--- config.mk ---
export PLATFORM = sky130hd
export DESIGN_NAME = coalescing_store_buffer
export DESIGN_NICKNAME = d
export VERILOG_FILES = /design/src/rtl/sb_pkg.sv /design/src/rtl/sb_match.sv /design/src/rtl/coalescing_store_buffer.sv
export SDC_FILE = /design/constraint.sdc
export NUM_CORES = 1
export LEC_CHECK = 0
export BUFFER_PORTS_ARGS = -buffer_cell sky130_fd_sc_hd__buf_2
export CELL_PAD_IN_SITES_DETAIL_PLACEMENT = 1
export CELL_PAD_IN_SITES_GLOBAL_PLACEMENT = 2
export CORE_UTILIZATION = 36
export DETAILED_ROUTE_END_ITERATION = 10
export PLACE_DENSITY_LB_ADDON = 0.1
export RECOVER_POWER = 50
export SETUP_SLACK_MARGIN = 0.2
export SYNTH_ARGS = -nofsm -noshare
export SYNTH_HDL_FRONTEND = slang
export SYNTH_SLANG_ARGS = --single-unit
--- constraint.sdc ---
create_clock -name clk -period 4.2 [get_ports clk]
set_input_delay 0.63 -clock clk [delete_from_list [all_inputs] [get_ports clk]]
set_output_delay 0.63 -clock clk [all_outputs]
set_load 0.05 [all_outputs]
--- src/rtl/sb_pkg.sv ---
// rtl/sb_pkg.sv - shared entry type, widths and byte-mask helper for the coalescing store buffer
package sb_pkg;

    localparam int SB_ADDR_W = 32;
    localparam int SB_DATA_W = 32;
    localparam int SB_BE_W   = SB_DATA_W / 8;

    typedef struct packed {
        logic                 valid;
        logic [SB_ADDR_W-1:0] addr;
        logic [SB_DATA_W-1:0] data;
        logic [SB_BE_W-1:0]   be;
    } sb_entry_t;

    function automatic logic [SB_DATA_W-1:0] be_to_mask(input logic [SB_BE_W-1:0] be);
        logic [SB_DATA_W-1:0] m;
        m = '0;
        for (int i = 0; i < SB_BE_W; i++) begin
            m[8*i +: 8] = {8{be[i]}};
        end
        return m;
    endfunction

endpackage

--- src/rtl/sb_match.sv ---
// rtl/sb_match.sv - DEPTH-way word-address comparator with one-hot hit vector
module sb_match #(
    parameter int DEPTH  = 4,
    parameter int ADDR_W = 32
) (
    input  logic [DEPTH-1:0]             entry_valid,
    input  logic [DEPTH-1:0][ADDR_W-1:0] entry_addr,
    input  logic [ADDR_W-1:0]            key,
    output logic [DEPTH-1:0]             hit,
    output logic                         hit_any
);

    always_comb begin
        hit = '0;
        for (int i = 0; i < DEPTH; i++) begin
            hit[i] = entry_valid[i] && (entry_addr[i] == key);
        end
    end

    assign hit_any = |hit;

endmodule

--- src/rtl/coalescing_store_buffer.sv ---
// rtl/coalescing_store_buffer.sv - FIFO store buffer with same-word coalescing, load forwarding and cache drain
// Address/data widths must equal the sb_pkg entry widths; DEPTH is free (power of 2, >= 2).
module coalescing_store_buffer
    import sb_pkg::*;
#(
    parameter int DEPTH  = 4,
    parameter int ADDR_W = SB_ADDR_W,
    parameter int DATA_W = SB_DATA_W,
    localparam int BE_W  = DATA_W / 8
) (
    input  logic                     clk,
    input  logic                     reset,
    input  logic                     flush,
    input  logic                     st_valid,
    output logic                     st_ready,
    input  logic [ADDR_W-1:0]        st_addr,
    input  logic [DATA_W-1:0]        st_data,
    input  logic [BE_W-1:0]          st_be,
    input  logic                     ld_valid,
    input  logic [ADDR_W-1:0]        ld_addr,
    input  logic [BE_W-1:0]          ld_be,
    output logic                     ld_resp_valid,
    output logic                     ld_hit,
    output logic                     ld_partial,
    output logic [DATA_W-1:0]        ld_data,
    output logic                     drain_valid,
    input  logic                     drain_ready,
    output logic [ADDR_W-1:0]        drain_addr,
    output logic [DATA_W-1:0]        drain_data,
    output logic [BE_W-1:0]          drain_be,
    output logic [$clog2(DEPTH):0]   count,
    output logic                     full,
    output logic                     empty
);

    localparam int PTR_W = $clog2(DEPTH);
    localparam int CNT_W = PTR_W + 1;

    sb_entry_t                   entries [DEPTH];
    logic [PTR_W-1:0]            head;
    logic [PTR_W-1:0]            tail;

    logic [DEPTH-1:0]            ent_valid;
    logic [DEPTH-1:0][ADDR_W-1:0] ent_addr;
    logic [DEPTH-1:0]            st_hit;
    logic [DEPTH-1:0]            ld_hit_vec;
    logic                        st_any;
    logic                        ld_any;
    logic [PTR_W-1:0]            st_idx;
    logic [PTR_W-1:0]            ld_idx;

    logic                        drain_pop;
    logic                        usable_match;
    logic                        st_fire;
    logic                        coalesce;
    logic                        allocate;
    logic [DATA_W-1:0]           st_mask;
    logic [DATA_W-1:0]           merged_data;
    logic                        ld_lookup;
    logic                        ld_covered;

    always_comb begin
        ent_valid = '0;
        ent_addr  = '0;
        for (int i = 0; i < DEPTH; i++) begin
            ent_valid[i] = entries[i].valid;
            ent_addr[i]  = entries[i].addr;
        end
    end

    sb_match #(.DEPTH(DEPTH), .ADDR_W(ADDR_W)) u_st_match (
        .entry_valid (ent_valid),
        .entry_addr  (ent_addr),
        .key         (st_addr),
        .hit         (st_hit),
        .hit_any     (st_any)
    );

    sb_match #(.DEPTH(DEPTH), .ADDR_W(ADDR_W)) u_ld_match (
        .entry_valid (ent_valid),
        .entry_addr  (ent_addr),
        .key         (ld_addr),
        .hit         (ld_hit_vec),
        .hit_any     (ld_any)
    );

    // Coalescing keeps each address in at most one entry, so OR-ing indices is a clean one-hot decode.
    always_comb begin
        st_idx = '0;
        ld_idx = '0;
        for (int i = 0; i < DEPTH; i++) begin
            if (st_hit[i]) st_idx = st_idx | PTR_W'(i);
            if (ld_hit_vec[i]) ld_idx = ld_idx | PTR_W'(i);
        end
    end

    assign empty       = (count == '0);
    assign full        = (count == CNT_W'(DEPTH));
    assign drain_valid = !empty && !flush;
    assign drain_pop   = drain_valid && drain_ready;
    assign drain_addr  = entries[head].addr;
    assign drain_data  = entries[head].data;
    assign drain_be    = entries[head].be;

    // A match on the head that leaves this cycle cannot absorb the store; it must allocate behind it.
    assign usable_match = st_any && !(st_hit[head] && drain_pop);
    assign st_ready     = !flush && (!full || usable_match);
    assign st_fire      = st_valid && st_ready;
    assign coalesce     = st_fire && usable_match;
    assign allocate     = st_fire && !usable_match;

    assign st_mask     = be_to_mask(st_be);
    assign merged_data = (entries[st_idx].data & ~st_mask) | (st_data & st_mask);

    assign ld_lookup  = ld_valid && !flush && ld_any;
    assign ld_covered = ((entries[ld_idx].be & ld_be) == ld_be);

    always_ff @(posedge clk) begin
        if (!reset) begin
            for (int i = 0; i < DEPTH; i++) entries[i] <= '0;
            head          <= '0;
            tail          <= '0;
            count         <= '0;
            ld_resp_valid <= 1'b0;
            ld_hit        <= 1'b0;
            ld_partial    <= 1'b0;
            ld_data       <= '0;
        end else begin
            ld_resp_valid <= ld_valid;
            ld_hit        <= ld_lookup && ld_covered;
            ld_partial    <= ld_lookup && !ld_covered;
            ld_data       <= ld_lookup ? (entries[ld_idx].data & be_to_mask(entries[ld_idx].be)) : '0;
            if (flush) begin
                for (int i = 0; i < DEPTH; i++) entries[i] <= '0;
                head  <= '0;
                tail  <= '0;
                count <= '0;
            end else begin
                if (drain_pop) begin
                    entries[head] <= '0;
                    head          <= head + PTR_W'(1);
                end
                if (coalesce) begin
                    entries[st_idx].data <= merged_data;
                    entries[st_idx].be   <= entries[st_idx].be | st_be;
                end
                if (allocate) begin
                    entries[tail] <= '{valid: 1'b1, addr: st_addr, data: st_data & st_mask, be: st_be};
                    tail          <= tail + PTR_W'(1);
                end
                count <= count + CNT_W'(allocate) - CNT_W'(drain_pop);
            end
        end
    end

endmodule

Word level (Yosys, flattened, before mapping)
Memory sizes are Yosys's and may differ from the RTL's. A register that Yosys moved wholly into a read port is not among the register bits. Cells that the tools add are included. Widths: inputs -> output; s select.

Bits in registers: 42. Memory bits (writable): 276. Bits of input ports: 110. Output and inout port bits: 110. Logic and storage cells: 109. Memories: 1.

Add/sub/neg operators: 4. Order comparisons: 1. Eq/ne operators: 10. Mux-type cells: 39. Bitwise logic cells: 12. Reductions and logical operators: 35.

Memories: entries (depth 4, bits a word 69, read ports 7, clocked after memory_dff 1, write ports 4, line coalescing_store_buffer.sv:39) `sb_entry_t entries [DEPTH];`.

Operators by type and width (number): $mux 69 (7); $eq 32x32->1 (8); $reduce_or 69->1 (3); $and 32x32->32 (3); $not 32->32 (1); $or 32x32->32 (1); $mux 2 (11); $logic_and 1x1->1 (20); $mux 1 (20); $reduce_or 4->1 (2); $logic_not 1->1 (6); $add 2x1->2 const B (2); $and 4x4->4 (1); $eq 4x4->1 (1); $or 1x1->1 (4); $or 4x4->4 (1); $add 3x1->3 (1); $eq 3x3->1 const B (1); $logic_not 3->1 (1); $lt 2x3->1 const B (1); $sub 3x1->3 (1); $bmux 1 s2 (1); $reduce_and 2->1 (1); $reduce_or 2->1 (1); 2 further kinds (2).

Logic depth before layout (Yosys ltp)
Gate-level depths: netlist of the first run. An unclocked memory read counts as a cell.

Depth in word-level cells: 19. Gate-level depth with buffers: 17. Mapped depth without buffers: 15.

Hierarchy
A second synthesis of the first run with hierarchy kept.

Cells, all modules: 1697. Area total of the unflattened synthesis: 20156.8 µm².

Modules (own cells, without submodules): coalescing_store_buffer (times used 1, cells an instance 1343, area each 17339.1 µm²); sb_match (times used 2, cells an instance 177, area each 1408.9 µm²).

Worst setup path before layout of the first run
OpenSTA, ideal clock, no wires.

Path type: reg-to-reg. Start: reg count[1]. End: mem entries[1][0] (netlist name), enable pin. Library setup time: 0.394 ns. Data arrival time: 4.186 ns. Required time: 3.806 ns. Slack: -0.380 ns. Cell stages (with the launch flop): 11. Clock period less this slack: 4.580 ns. Cell sequence: dfxtp_1 nor3_1 nor3b_1 clkbuf_1 nand3_1 o22a_1 nand3_1 nor3_1 a21oi_2 buf_6 nand2_1.

RTL lines: start, declared (line coalescing_store_buffer.sv:31) `output logic [$clog2(DEPTH):0] count,`; start signal, assigned (line coalescing_store_buffer.sv:151) `count <= count + CNT_W'(allocate) - CNT_W'(drain_pop);`; end, declared (line coalescing_store_buffer.sv:39).

==> flow_summary_export.csv, run 1 <==
group,metric,value,unit
layout,drive_above_1_share,0.225,
hold_path,worst_hold_path_class,"in2reg",
sta,relSlewSlack,-0.146,
clock_tree,cts_root_buf,"clkbuf_16",
sta,period_minus_slack,4.03,ns
hold_path,start_point_of_the_worst_hold_path,"reset",
clock_tree,cts_hold_buf,0,
layout,nNetsFinal,1991,
global_route,number_of_antenna_violations_at_the_first_check_in_global_routing,5,
synth,muxShareOfSynthArea,0.123,
layout,final_instance_count_excl_fillers,2579,
clock_tree,clkLatencyLatePin,0.57,ns
synth,post_synth_num_cell_types,54,
global_route,grt_max_degree,46,
hold_path,min_delay_path_depth,2,
synth,synth_compound_area_frac,0.0699,
floorplan,floorplan.initialDensity,0.368,
floorplan,die-area,52600,um2
floorplan,placeableCoreArea,50600,um2
status,run_status,"complete, but fails checks",
synth,synth_nets,1697,
clock_tree,tritoncts_num_sinks,320,
sta,final-setup-viol-count,0,
clock_tree,clock_tree.htree_level_count,2,
synth,synth_area_per_cell,11.8,um2
clock_tree,cts_inserted_buffers,40,
critical_path,worst_setup_path_class,"reg2out",
synth,synthXorXnorAreaFrac,0.121,
critical_path,cp_top_family,"simple AND/OR/NAND/NOR gates",
global_route,vias_in_the_first_global_route,15050,
synth,postSynth.asyncResetShare,0,
power,static-leakage-power,8.67,nW
critical_path,worst_path_max_delay_cell,"or4_1",
global_route,grtUsageTotal,0.287,
place,gpl.final_weighted_congestion,0.966,
drt,detail_route.iter0.violations,1221,
drt,drt_pass1_iterations,5,
drt,detail_route.wirelength,76100,um
critical_path,worst-r2r-cell-count,11,
critical_path,worst_r2r_startpoint,"entries[0][45]",
run,max-cap-violations,1,
synth,post_synth_fa_ha_maj_area_fraction,0.00511,
status,failed_checks,"max-capacitance violations, max-slew violations",
place,post-place-cells,2497,
layout,final_common_cell,"edfxtp_1",
clock_tree,cts_tree,"done",
hold_path,hold_end,"ld_resp_valid",
synth,synth_warnings,0,
place,port-buffer-count,219,
synth,post_synth_and_or_nand_nor_area_fraction,0.154,
floorplan,die_height,229,um
critical_path,timing.critical_path.arrival,3.40,ns
drt,drc,0,
drt,vias,14598,
sta,clock_skew,0.0184,ns
sta,finalHoldViolCount,0,
layout,layout.cells.most_common_list,"edfxtp_1 (276), nor2_1 (167), xor2_1 (138)",
critical_path,critical_path.n_buffers_inverters,2,
drt,routedWlPerCell,29.5,um
floorplan,placement_rows,82,
critical_path,path_cells,"xor2_1 > nor4_2 > nand4_1 > or4_1 > o22a_1 > buf_4 > nand4_1 > a21oi_2 > buf_6",
critical_path,cp_slowest_stage_delay,0.69,ns
synth,synth_seq_area_share,0.493,
synth,synth-seq-cells,320,
floorplan,die_w,229,um
global_route,global_route_wire_length_before_repair,108000,um
critical_path,timing.critical_path.to_type,"output port",
global_route,grt-ovfl-total,0,
synth,synthesis.instances,1580,
power,power.density,375,nW/um2
layout,syn2layout_area_growth,21.9,%
sta,setup_tns,0,ns
place,dp.final_hpwl,54800,um
clock_tree,clk_path_buf_depth,3,
sta,grt_setup_unrepaired,"true",
sta,max_slew.worst_pin.slew,1.72,ns
critical_path,timing.reg2reg.setup_slack,0.18,ns
critical_path,worstSetupStartpointType,"register",
sta,period_share,0.959,
synth,postSynth.topFlopCell,"edfxtp_1",
clock_tree,clkTransAtPathRegs,0.06,ns
drt,post_route_antenna_net_violation_count,0,
synth,synth_top_family_by_area,"simple AND/OR/NAND/NOR gates",
synth,synth-edff-count,276,
critical_path,crit_top_cell,"nand4_1",
critical_path,critical_path.reg2reg.endpoint,"entries[1][65]",
synth,syn_area,18600,um2
floorplan,floorplan.io_pins,220,
drt,post_drt_via_cell_ratio,5.66,
sta,final-max-slew-violation-count,45,
sta,achievable-frequency,248,MHz
power,vdd_ir_drop_max,0.000278,V
critical_path,worst-path-max-fanout,3,
critical_path,worstPathRequired,3.57,ns
[power breakdown]
| part | total (W) | internal [W] | switching [W] |
|---|---|---|---|
| Combinational | 0.00129 | 0.000443 | 0.000845 |
| Clock | 0.00348 | 0.00200 | 0.00147 |
| Sequential | 0.00374 | 0.00359 | 0.000149 |
[worst reg2reg max path, delay by kind of cell, from the launching register on]
family | cells | cell delay (ns)
AND/OR/NAND/NOR | 5 | 1.75
buffers and inverters | 3 | 0.90
flip-flops | 1 | 0.48
AO/OA/AOI/OAI | 2 | 0.48
XOR/XNOR | 1 | 0.27
[cell type report]
class | instances | area (um2)
fill | 5453 | 27900
sequential | 320 | 9170
multi-input combinational | 1126 | 9010
timing repair buffer | 371 | 2320
clock buffer | 44 | 1020
tap | 672 | 841
clock inverter | 29 | 274
inverter | 15 | 56.3
antenna | 2 | 5.00
[what timing repair did]
item	4_1_cts	5_1_grt
setup buffers	2	5
setup endpoints to repair	2	163
pin swaps	1	7
gates resized for setup	8	12
[routing by layer]
layer  vias to the layer above  wire length, um  global-route usage
met5                         -               13                   0
met4                         2             1550              0.0719
met3                        90             5750              0.0600
met2                       555            34000               0.438
met1                      7516            34800               0.414
li1                       6435                -                   -
[synthesized netlist by cell type (all sizes together) (3+ instances only)]
cell / number / area share
o22ai: 32 / 0.011
o221ai: 29 / 0.014
or2: 4 / 0.0013
buf: 40 / 0.015
mux4: 68 / 0.082
nand4: 43 / 0.014
and2: 134 / 0.045
clkbuf: 79 / 0.016
xor2: 138 / 0.065
o21ai: 10 / 0.0027
nor3: 13 / 0.0035
o31a: 28 / 0.013
or4: 8 / 0.0032
or3: 8 / 0.0027
nand3: 19 / 0.0051
nand2b: 14 / 0.0047
nor4: 50 / 0.020
dfxtp: 44 / 0.047
a211oi: 32 / 0.013
nor2: 167 / 0.034
nand2: 84 / 0.017
ha: 6 / 0.0040
xnor2: 120 / 0.056
o41a: 4 / 0.0024
mux2i: 75 / 0.040
a2111oi: 3 / 0.0014
a31oi: 3 / 0.0026
a21oi: 12 / 0.0034
edfxtp: 276 / 0.45
inv: 15 / 0.0030
[registers in the layout, indices dropped and copies added, names as in the netlist, named ones only]
register and cells:
ld_resp_valid 1, count 3, ld_data 32, ld_partial 1, tail 2, ld_hit 1
head 2, entries 276
[logic make-up (layout without fill, tap and decap cells)]
logic type,Yosys count,after routing
simple gates,552,552
flops,320,320
xor+xnor,258,258
compound gates,166,166
mux,143,143
buf+inv,134,459
fa+ha+maj,7,7
other cells,0,2
[worst max-delay path by stage]
stage | from | endpoint | slack (ns) | cells past startpoint
6_report | entries[0][45] | st_ready | 0.17 | 9
5_1_grt | entries[0][65] | entries[0][34] | 0.08 | 12
4_1_cts | entries[1][67] | ld_hit | 0.20 | 11
3_5_place_dp | st_addr[1] | count[2] | -0.17 | 16
3_3_place_gp | st_addr[1] | count[2] | -0.21 | 16
2_1_floorplan | st_addr[9] | count[2] | 0.17 | 17
[stage by stage]
stage | util | instance area, um2 | hold WS, ns | total power, W | worst slack [ns]
3_3_place_gp | 0.426 | 21500 | 0.564 | 0.00506 | -0.214
6_report | 0.449 | 22700 | 0.302 | 0.00850 | 0.173
3_5_place_dp | 0.426 | 21500 | 0.581 | 0.00508 | -0.173
4_1_cts | 0.452 | 22900 | 0.284 | 0.00856 | 0.201
2_1_floorplan | - | 18800 | 0.527 | 0.00448 | 0.172
5_1_grt | 0.448 | 22700 | 0.319 | 0.00873 | 0.0831
Power figures use the tool's default switching activity.
==> run 2: changes to the inputs <==
Settings changed: ABC_AREA from default to 1, CORE_UTILIZATION 36 to 31.
==> run 2 against run 1 <==
  * The flow now finishes without violations
  * Non-clock buffer count shrank 26
  * Fmax grew 1.3%
  * Cell count grew 53%
  * Design area grew 8.8%
  * Total power grew 7.2%
  * Via count grew 52%
  * Synthesized cell count grew 75%
  * Clock power grew 7.8%
  * First-iteration DRC count grew 86%
  * Critical path depth shrank 2
  * Sequential power is essentially flat
  * Largest cell class is now multi-input combinational cells
==> flow_summary_export.csv, run 2 <==
group,metric,value,unit
place,port-buffer-count,219,
synth,post_synth_main_area_contributors,"edfxtp_1 (40%), nand2_1 (11%), nor2_1 (8.7%)",
layout,layout.cells.most_common_list,"nand2_1 (572), nor2_1 (471), a21oi_1 (339)",
critical_path,critical_path.n_buffers_inverters,4,
critical_path,worst_r2r_startpoint,"entries[3][51]",
critical_path,worst-path-max-fanout,71,
global_route,grt_max_degree,111,
sta,period_minus_slack,3.98,ns
floorplan,floorplan.initialDensity,0.313,
synth,synth-seq-cells,320,
hold_path,min_delay_path_depth,3,
synth,post_synth_fa_ha_maj_area_fraction,0.00463,
sta,final-max-slew-violation-count,0,
floorplan,die-area,67300,um2
global_route,vias_in_the_first_global_route,22179,
critical_path,worst_path_max_delay_cell,"inv_4",
floorplan,floorplan.io_pins,220,
layout,syn2layout_area_growth,20.2,%
synth,syn_area,20500,um2
layout,largest_register_ff_count,276,
synth,post_synth_and_or_nand_nor_area_fraction,0.257,
hold_path,hold_end,"ld_resp_valid",
hold_path,start_point_of_the_worst_hold_path,"reset",
layout,final_common_cell,"nand2_1",
sta,finalHoldViolCount,0,
synth,synthTopCellsByCount,"nand2_1 (580), nor2_1 (474), a21oi_1 (338), edfxtp_1 (276), inv_1 (265)",
sta,worst_hold_slack,0.271,ns
synth,synthXorXnorAreaFrac,0.0256,
drt,drt_pass1_iterations,5,
synth,top_count_cell_post_synth,"nand2_1",
drt,routedWlPerCell,30.6,um
synth,synth_top_family_by_area,"simple AND/OR/NAND/NOR gates",
clock_tree,postCtsSetupRepairBufs,0,
sta,max_slew.worst_pin.slew,1.27,ns
sta,period_share,0.947,
drt,drc,0,
status,run_status,"finished, final reports clean",
floorplan,die_w,259,um
clock_tree,clk_path_buf_depth,3,
sta,clock_skew,0.0284,ns
synth,synthesis.instances,2771,
layout,drive_above_1_share,0.139,
critical_path,timing.critical_path.to_type,"output port",
clock_tree,cts_resized,0,
critical_path,path_cells,"inv_4 > buf_12 > clkbuf_1 > o21ai_0 > a21oi_1 > a21oi_1 > clkbuf_2",
power,power.density,369,nW/um2
critical_path,crit_top_cell,"a21oi_1",
synth,postSynth.asyncResetShare,0,
clock_tree,cts_root_buf,"clkbuf_16",
global_route,grt-ovfl-total,0,
drt,vias,22180,
critical_path,cp_top_family,"buffers and inverters",
global_route,number_of_antenna_violations_at_the_first_check_in_global_routing,5,
place,gpl.final_weighted_congestion,1.04,
critical_path,worst-r2r-cell-count,18,
layout,largest_register,"entries",
synth,synth_warnings,0,
clock_tree,clkLatencyLatePin,0.58,ns
synth,post_synth_num_cell_types,51,
clock_tree,clock_tree.htree_level_count,2,
synth,synth_compound_area_frac,0.185,
critical_path,worst_setup_path_class,"reg2out",
global_route,global_route_wire_length_before_repair,167000,um
critical_path,worstPathRequired,3.57,ns
drt,detail_route.wirelength,121000,um
sta,grt_setup_unrepaired,"false",
clock_tree,clkTransAtPathRegs,0.06,ns
power,vdd_ir_drop_max,0.000457,V
power,static-leakage-power,10.5,nW
clock_tree,cts_inserted_buffers,42,
critical_path,cp_slowest_stage_delay,0.75,ns
global_route,grtUsageTotal,0.353,
run,max-cap-violations,0,
clock_tree,tritoncts_num_sinks,320,
sta,relSlewSlack,0.153,
sta,setup_tns,0,ns
place,dp.final_hpwl,93200,um
layout,largestRegisters,"entries: 276 flops, ld_data: 32 flops, count: 3 flops",
sta,achievable-frequency,251,MHz
synth,muxShareOfSynthArea,0,
synth,synth_seq_area_share,0.446,
synth,synth_area_leader_cell,"edfxtp_1",
critical_path,timing.critical_path.arrival,3.35,ns
drt,post_drt_via_cell_ratio,5.64,
floorplan,placeableCoreArea,65600,um2
floorplan,placement_rows,94,
synth,synth_largest_type_area_fraction,0.403,
hold_path,worst_hold_path_class,"in2reg",
floorplan,die_height,259,um
synth,postSynth.topFlopCell,"edfxtp_1",
critical_path,critical_path.reg2reg.endpoint,"entries[0][55]",
synth,synth-edff-count,276,
layout,nNetsFinal,3148,
synth,synth_nets,2888,
synth,synth_area_per_cell,7.41,um2
clock_tree,cts_tree,"done",
clock_tree,cts_hold_buf,0,
drt,detail_route.iter0.violations,2270,
sta,final-setup-viol-count,0,
critical_path,timing.reg2reg.setup_slack,0.36,ns
critical_path,worstSetupStartpointType,"register",
drt,post_route_antenna_net_violation_count,0,
[run 2: changes by cell type in the layout (fill, tap and decap cells not counted), moves of 38 or more]
cell	previous run	this run
nor2_1	167	471
mux4_2	68	0
o211ai_1	0	38
a21oi_1	9	339
inv_1	13	263
o21ai_0	10	246
xnor2_1	111	35
nand2_1	81	572
and2_1	112	1
xor2_1	138	25
mux2i_1	75	0
[run 2: logic make-up (layout without fill, tap and decap cells)]
kind of cell,count (synthesis),in the layout
xor+xnor,60,60
compound gates,698,698
simple gates,1265,1265
fa+ha+maj,7,7
flops,320,320
other cells,0,4
buf+inv,421,715
[run 2: area by class of cell]
cell class              count  area, um2
repair buffers            345       2200
clock buffers              56       1140
inverters                 292       1100
flip-flops and latches    320       9170
multi-input cells        2030       9720
fillers                  8062      40900
well taps                 864       1080
clock inverters            22        263
diodes                      4       10.0
[run 2: worst max-delay path by stage]
| stage | start | end | slack (ns) | cells past startpoint |
|---|---|---|---|---|
| CTS | entries[3][64] | st_ready | 0.22 | 14 |
| detailed placement | st_addr[15] | entries[3][49] | 0.19 | 19 |
| floorplan | count[1] | entries[0][0] | 0.34 | 13 |
| global placement | st_addr[15] | entries[3][49] | 0.22 | 19 |
| global route | entries[3][51] | entries[3][60] | 0.12 | 18 |
| finish | register | drain_data[27] | 0.22 | 7 |
[run 2: layer usage]
metal	vias to the layer above	track usage	wire [um]
met5	-	0	0
met4	0	0.102	3490
met3	158	0.0947	11800
met2	991	0.524	51100
met1	11169	0.498	54100
li1	9862	-	-
[run 2: through the flow]
step | util | cells | setup WS [ns] | cell area [um2] | total power [W]
finish | 0.376 | 3933 | 0.223 | 24700 | 0.00912
global route | 0.376 | 3929 | 0.124 | 24700 | 0.00934
CTS | 0.379 | 3929 | 0.222 | 24900 | 0.00913
detailed placement | 0.357 | 3851 | 0.185 | 23500 | 0.00539
global placement | 0.357 | 3851 | 0.220 | 23500 | 0.00538
floorplan | - | 2771 | 0.341 | 20600 | 0.00458
[run 2: worst min-delay path, cell delays in order]
cell	delay, ns
buf_2	0.10
nand2_1	0.05
inv_1	0.04
[run 2: report_power, final]
part / switching (W) / total [W] / internal (W)
clock: 0.00152 / 0.00375 / 0.00223
combinational: 0.00123 / 0.00162 / 0.000394
sequential: 0.000158 / 0.00375 / 0.00359
